<file path="src/rtl/flex_counter_pkg.sv">
// Shared types and defaults for the loadable down-counting timer.
// Imported by the interface and the counter itself.
package flex_counter_pkg;

  localparam int unsigned DEF_NUM_CNT_BITS = 4;

  typedef enum logic [1:0] {
    IDLE,
    LOADED,
    RUN,
    DONE
  } state_t;

endpackage

</file>
<file path="src/rtl/flex_down_counter_if.sv">
// Control and status bundle for flex_down_counter.
// The master drives the controls and the slave (the counter) drives the status.
interface flex_down_counter_if
  import flex_counter_pkg::*;
#(
  parameter int unsigned NUM_CNT_BITS = DEF_NUM_CNT_BITS
);

  logic                    load;
  logic [NUM_CNT_BITS-1:0] load_val;
  logic                    start;
  logic                    stop;
  logic                    count_enable;
  logic                    auto_reload;
  logic [NUM_CNT_BITS-1:0] count_out;
  logic                    expire;
  logic                    busy;
  logic                    done;

  modport master (
    output load,
    output load_val,
    output start,
    output stop,
    output count_enable,
    output auto_reload,
    input  count_out,
    input  expire,
    input  busy,
    input  done
  );

  modport slave (
    input  load,
    input  load_val,
    input  start,
    input  stop,
    input  count_enable,
    input  auto_reload,
    output count_out,
    output expire,
    output busy,
    output done
  );

endinterface

</file>
<file path="src/rtl/flex_down_counter.sv">
// Loadable down-counting timer with one-shot and periodic modes.
// It pulses expire when the count reaches zero and holds all of its outputs in registers.
module flex_down_counter
  import flex_counter_pkg::*;
#(
  parameter int unsigned NUM_CNT_BITS = DEF_NUM_CNT_BITS
) (
  input logic              clk,
  input logic              rst,
  flex_down_counter_if.slave bus
);

  localparam logic [NUM_CNT_BITS-1:0] CntZero = '0;
  localparam logic [NUM_CNT_BITS-1:0] CntOne  = NUM_CNT_BITS'(1);

  state_t                  state_q, state_d;
  logic [NUM_CNT_BITS-1:0] count_q, count_d;
  logic [NUM_CNT_BITS-1:0] reload_q, reload_d;
  logic                    expire_q, expire_d;
  logic                    busy_q, busy_d;
  logic                    done_q, done_d;

  always_comb begin
    state_d  = state_q;
    count_d  = count_q;
    reload_d = reload_q;
    expire_d = 1'b0;

    if (bus.load) begin
      reload_d = bus.load_val;
      count_d  = bus.load_val;
      state_d  = LOADED;
    end else begin
      unique case (state_q)
        IDLE: begin
          // Nothing to count until a value has been loaded.
        end
        LOADED: begin
          if (!bus.stop && bus.start) begin
            state_d = RUN;
          end
        end
        RUN: begin
          if (bus.stop) begin
            state_d = LOADED;
          end else if (bus.count_enable) begin
            if (count_q > CntOne) begin
              count_d = count_q - CntOne;
            end else if (count_q == CntOne) begin
              count_d  = CntZero;
              expire_d = 1'b1;
              if (!bus.auto_reload) begin
                state_d = DONE;
              end
            end else if (bus.auto_reload) begin
              // Zero is the last step of a period, so reload here.
              count_d  = reload_q;
              expire_d = (reload_q == CntZero);
            end else begin
              // A one-shot run that starts at zero expires on its first enabled cycle.
              state_d  = DONE;
              expire_d = 1'b1;
            end
          end
        end
        DONE: begin
          if (!bus.stop && bus.start) begin
            count_d = reload_q;
            state_d = RUN;
          end
        end
        default: begin
          state_d = IDLE;
        end
      endcase
    end

    busy_d = (state_d == RUN);
    done_d = (state_d == DONE);
  end

  always_ff @(posedge clk) begin
    if (rst) begin
      state_q  <= IDLE;
      count_q  <= CntZero;
      reload_q <= CntZero;
      expire_q <= 1'b0;
      busy_q   <= 1'b0;
      done_q   <= 1'b0;
    end else begin
      state_q  <= state_d;
      count_q  <= count_d;
      reload_q <= reload_d;
      expire_q <= expire_d;
      busy_q   <= busy_d;
      done_q   <= done_d;
    end
  end

  assign bus.count_out = count_q;
  assign bus.expire    = expire_q;
  assign bus.busy      = busy_q;
  assign bus.done      = done_q;

endmodule

</file>
<file path="src/flat_wrapper.sv">
// flat-port wrapper written by rule: the top's interface ports become plain ports
module flex_down_counter_flat import flex_counter_pkg::*;
#(
  parameter int unsigned NUM_CNT_BITS = DEF_NUM_CNT_BITS
)
  (clk, rst, bus_load, bus_load_val, bus_start, bus_stop, bus_count_enable, bus_auto_reload, bus_count_out, bus_expire, bus_busy, bus_done);
  flex_down_counter_if #(.NUM_CNT_BITS(NUM_CNT_BITS)) bus_i ();
  input logic clk;
  input logic rst;
  input wire logic [$bits(bus_i.load)-1:0] bus_load;
  input wire logic [$bits(bus_i.load_val)-1:0] bus_load_val;
  input wire logic [$bits(bus_i.start)-1:0] bus_start;
  input wire logic [$bits(bus_i.stop)-1:0] bus_stop;
  input wire logic [$bits(bus_i.count_enable)-1:0] bus_count_enable;
  input wire logic [$bits(bus_i.auto_reload)-1:0] bus_auto_reload;
  output wire logic [$bits(bus_i.count_out)-1:0] bus_count_out;
  output wire logic [$bits(bus_i.expire)-1:0] bus_expire;
  output wire logic [$bits(bus_i.busy)-1:0] bus_busy;
  output wire logic [$bits(bus_i.done)-1:0] bus_done;
  assign bus_i.load = bus_load;
  assign bus_i.load_val = bus_load_val;
  assign bus_i.start = bus_start;
  assign bus_i.stop = bus_stop;
  assign bus_i.count_enable = bus_count_enable;
  assign bus_i.auto_reload = bus_auto_reload;
  assign bus_count_out = bus_i.count_out;
  assign bus_expire = bus_i.expire;
  assign bus_busy = bus_i.busy;
  assign bus_done = bus_i.done;
  flex_down_counter #(.NUM_CNT_BITS(NUM_CNT_BITS)) u_core (.clk(clk), .rst(rst), .bus(bus_i));
endmodule
</file>
<file path="config.mk">
export PLATFORM = sky130hd
export DESIGN_NAME = flex_down_counter_flat
export DESIGN_NICKNAME = d
export VERILOG_FILES = /design/src/rtl/flex_counter_pkg.sv /design/src/rtl/flex_down_counter_if.sv /design/src/rtl/flex_down_counter.sv /design/src/flat_wrapper.sv
export SDC_FILE = /design/constraint.sdc
export NUM_CORES = 1
export LEC_CHECK = 0
export CELL_PAD_IN_SITES_DETAIL_PLACEMENT = 1
export CELL_PAD_IN_SITES_GLOBAL_PLACEMENT = 1
export CORE_MARGIN = 2
export CORE_UTILIZATION = 35
export DETAILED_ROUTE_END_ITERATION = 10
export PLACE_DENSITY_LB_ADDON = 0.15
export SYNTH_ARGS = -nofsm -noshare
export SYNTH_HDL_FRONTEND = slang
export SYNTH_SLANG_ARGS = --single-unit
</file>
<file path="constraint.sdc">
create_clock -name clk -period 1.95 [get_ports clk]
set_input_delay 0.2925 -clock clk [delete_from_list [all_inputs] [get_ports clk]]
set_output_delay 0.2925 -clock clk [all_outputs]
set_load 0.005 [all_outputs]
</file>
==> metrics.md, run 1 <==
| Metric | Value |
|---|---|
| IO Pins | 18 |
| Peak supply drop | 0.000328 V |
| Final Instance Count excl. Fillers | between 100 and 150 |
| Crit path buffers/inverters | 2 |
| RSZ-0062 raised after global routing | false |
| Max FO, Critical Path | 5 |
| FF+latch count, synth | 13 |
| Switch Pwr | 196 uW |
| Total negative slack | 0 ns |
| Leak | 0.387 nW |
| Final Power | 642 uW |
| Maxcap violations | 0 |
| Htree depth | 1 |
| Status | finished, final reports clean |
| HPWL Detailed | between 1.5 and 2 mm |
| Syn Nets | 95 |
| Top delay family on crit path | compound AO/OA/AOI/OAI gates |
| Commonest cells in the netlist | 13 x dfxtp_1, 8 x inv_1, 8 x nor2_1, 4 x a21oi_1, 4 x mux2i_1 |
| Die Span Y | about 50 microns |
| Fmax | 0.556 GHz |
| Clk slew on worst S/H paths | 0.08 ns |
| Setup violations, final | 0 |
| Gate power share | 0.258 |
| Final-report max-slew violation count | 0 |
| Cts repair resizes | 0 |
| Synth Instances | 82 |
| Std cell rows | 16 |
| First DRT Iteration DRCs | 21 |
| Area leader, netlist | dfxtp_1 |
| Seq pwr share | 0.466 |
| Register area share after synthesis | 0.350 |
| Clock latency on the worst-skew pair | 0.28 ns |
| Critical Path Source | u_core.bus.count_out[1] |
| Hold WC Path Type | reg2reg |
| Gr ovfl total | 0 |
| All-layer global routing usage | 0.186 |
| Routed vias/inst | around 5.5 |
| FF-to-FF Start | u_core.bus.count_out[1] |
| EDFF count, synth | 0 |
| Clock tree buffer depth | 2 |
| Largest net degree at the start of global routing | 15 |
| Total die area | about 2500 sq um |
| Synth cell types | 35 |
| Number of CTS-inserted buffers | 3 |
| Clk sink count | 13 |
| DRC viols | 0 |
| Final hold violation count | 0 |
| Startpoint types | flop |
| Post-DRT Antenna Nets | 0 |
| Antenna cell count | 0 |
| Port Buffers | 17 |
| Tightest Pin Transition | about 0.47 ns |
| Layout cells sized above 1 | 0.0971 |
| Arr. time, crit path | 1.96 ns |
| First-pass GRT wire length | 3.57 mm |
| Vias in the first global route | 726 |
| Mean Syn Cell Area | 9.06 sq um |
| Initial Util | 0.375 |
| CORE AREA | about 2000 sq um |
| Root buffer cell | clkbuf_4 |
| Initial antenna violation count | 0 |
| Hold Buf Count CTS | 0 |
| Warning count from the yosys run | 0 |
| CTS tree | built |
| Clock power share | 0.276 |
| Area contributors post-synth | dfxtp_1 35%, mux2i_1 5.4%, a222oi_1 4.0%, inv_1 4.0%, nor2_1 4.0% |
| HP Start | u_core.reload_q[3] |
| DR vias | roughly 710 |
| Layout area overhead | 31.6% |
| DRT Wirelength | 2.05 mm |
| Period utilization | 0.923 |
| Min cycle time layout | 1.80 ns |
| Mapped cell area | approximately 740 sq um |
| Slowest-stage cell, CP | a222oi_1 |
| CP required | 2.11 ns |
| Crit-path cells | inv_1, ha_1, or2_0, a21oi_1, buf_4, a222oi_1, a211oi_1 |
| DP Cell Count | 126 |
| Switching Share | 0.306 |
| Top FF cell, synth | dfxtp_1 |
| Clock Skew | ~0.0036 ns |
| Delay of the slowest critical-path stage | 0.39 ns |
| CP Capture Type | flop |
| Power per cell area | 656 nW/um^2 |
| Internal power | 446 uW |
| Slew headroom | 0.681 |
| Postcts setup bufs | 0 |
| Share of flip-flops with an asynchronous set or reset | 0 |
| First drt pass iteration count | 7 |
| Crit path kind | reg2reg |
| Most used standard cell by instance count after synthesis | dfxtp_1 |
| Top cell type's share of synthesized area | 0.350 |
| Die X | 50.1 microns |
| Avg WL per Cell | between 15 and 20 microns |
| GP Congestion | 0.803 |
| Final nets | approximately 120 |
worst register-to-register path: stages (launching register included):
cell and delay (ns):
dfxtp_1 0.35, inv_1 0.11, ha_1 0.29, or2_0 0.17, a21oi_1 0.08, buf_4 0.16, a222oi_1 0.39, a211oi_1 0.13
layout make-up:
class	count	area, sq um
Sequential cell	13	260
Timing Repair Buffer	21	200
Tap cell	27	33.8
Inverter	8	30.0
Fill cell	246	1000
Clock buffer	4	26.3
Multi-Input combinational cell	57	428
metal layers:
metal | routed length (microns) | GRT usage | vias to the layer above
li1 | - | - | 346
met1 | 956 | 0.256 | 344
met2 | 972 | 0.287 | 22
met3 | 106 | 0.0333 | 2
met4 | 14 | 0.0694 | 0
met5 | 0 | 0 | -
power groups by stage:
| stage | clock network (mW) | logic [mW] | registers (mW) |
|---|---|---|---|
| 5_1_grt | 0.199 | 0.180 | 0.301 |
| 2_1_floorplan | 0 | 0.101 | 0.298 |
| 3_3_place_gp | 0 | 0.161 | 0.304 |
| 3_5_place_dp | 0 | 0.162 | 0.305 |
| 4_1_cts | 0.184 | 0.165 | 0.299 |
| 6_report | 0.177 | 0.166 | 0.299 |
cell usage in the layout, fill, tap and decap left out:
master	netlist	final
a21o_1	1	1
nor3b_1	1	1
nor4b_4	1	1
o41ai_1	1	1
clkbuf_4	0	3
nor4_1	2	2
nor2_1	8	8
a221oi_4	1	1
nor3_1	3	3
a211o_1	1	1
nand2b_4	1	1
and2_1	1	1
a21oi_1	4	4
a221oi_1	1	1
clkdlybuf4s50_1	0	17
or2_1	1	1
clkbuf_1	1	1
nand2_1	3	3
nor4b_1	1	1
or2b_1	1	1
o32ai_1	2	2
or3_1	2	2
nand3_1	1	1
buf_4	0	4
a2bb2oi_1	2	2
o21a_1	1	1
a222oi_1	3	3
inv_1	8	8
mux2i_1	4	4
o21ai_0	2	2
o22ai_1	1	1
nand2b_1	2	2
or2_0	1	1
dfxtp_1	13	13
a211oi_1	2	2
ha_1	2	2
flip-flops by register name, indices dropped and copies added (netlist names):
register and cells:
u_core.bus.expire 1, u_core.state_q 2, u_core.bus.done 1, u_core.bus.count_out 4, u_core.reload_q 4, u_core.bus.busy 1
stage by stage:
step	hold WS (ns)	cell area [sq um]	util	setup slack, ns
6_report	0.548	978	0.494	0.150
5_1_grt	0.562	978	0.494	0.0164
4_1_cts	0.552	978	0.494	0.174
3_5_place_dp	0.532	952	0.480	0.170
3_3_place_gp	0.518	952	0.480	0.184
2_1_floorplan	0.440	743	-	0.315
cells by family (layout without fill, tap and decap cells):
kind of cell / after synthesis / in the layout / share of synthesized area
simple gates: 29 / 29 / 0.241
buf+inv: 12 / 33 / 0.0741
fa+ha+maj: 2 / 2 / 0.0337
compound gates: 22 / 22 / 0.248
flops: 13 / 13 / 0.350
mux: 4 / 4 / 0.0539
final timing paths:
check,endpoint,slack [ns],depth (start not counted)
worst max-delay path,u_core.bus.count_out[1],0.15,7
worst min register to register,u_core.reload_q[3],0.55,2
worst max register to register,u_core.bus.count_out[1],0.15,7
worst min-delay path,u_core.reload_q[3],0.55,2
No activity file was read; power rests on OpenSTA's default activity.
==> run 2: changes to the inputs <==
Settings changed: CAP_MARGIN set to 20.
==> results of run 2 <==
Final layout, timing and power as in run 1 (identical DEF).
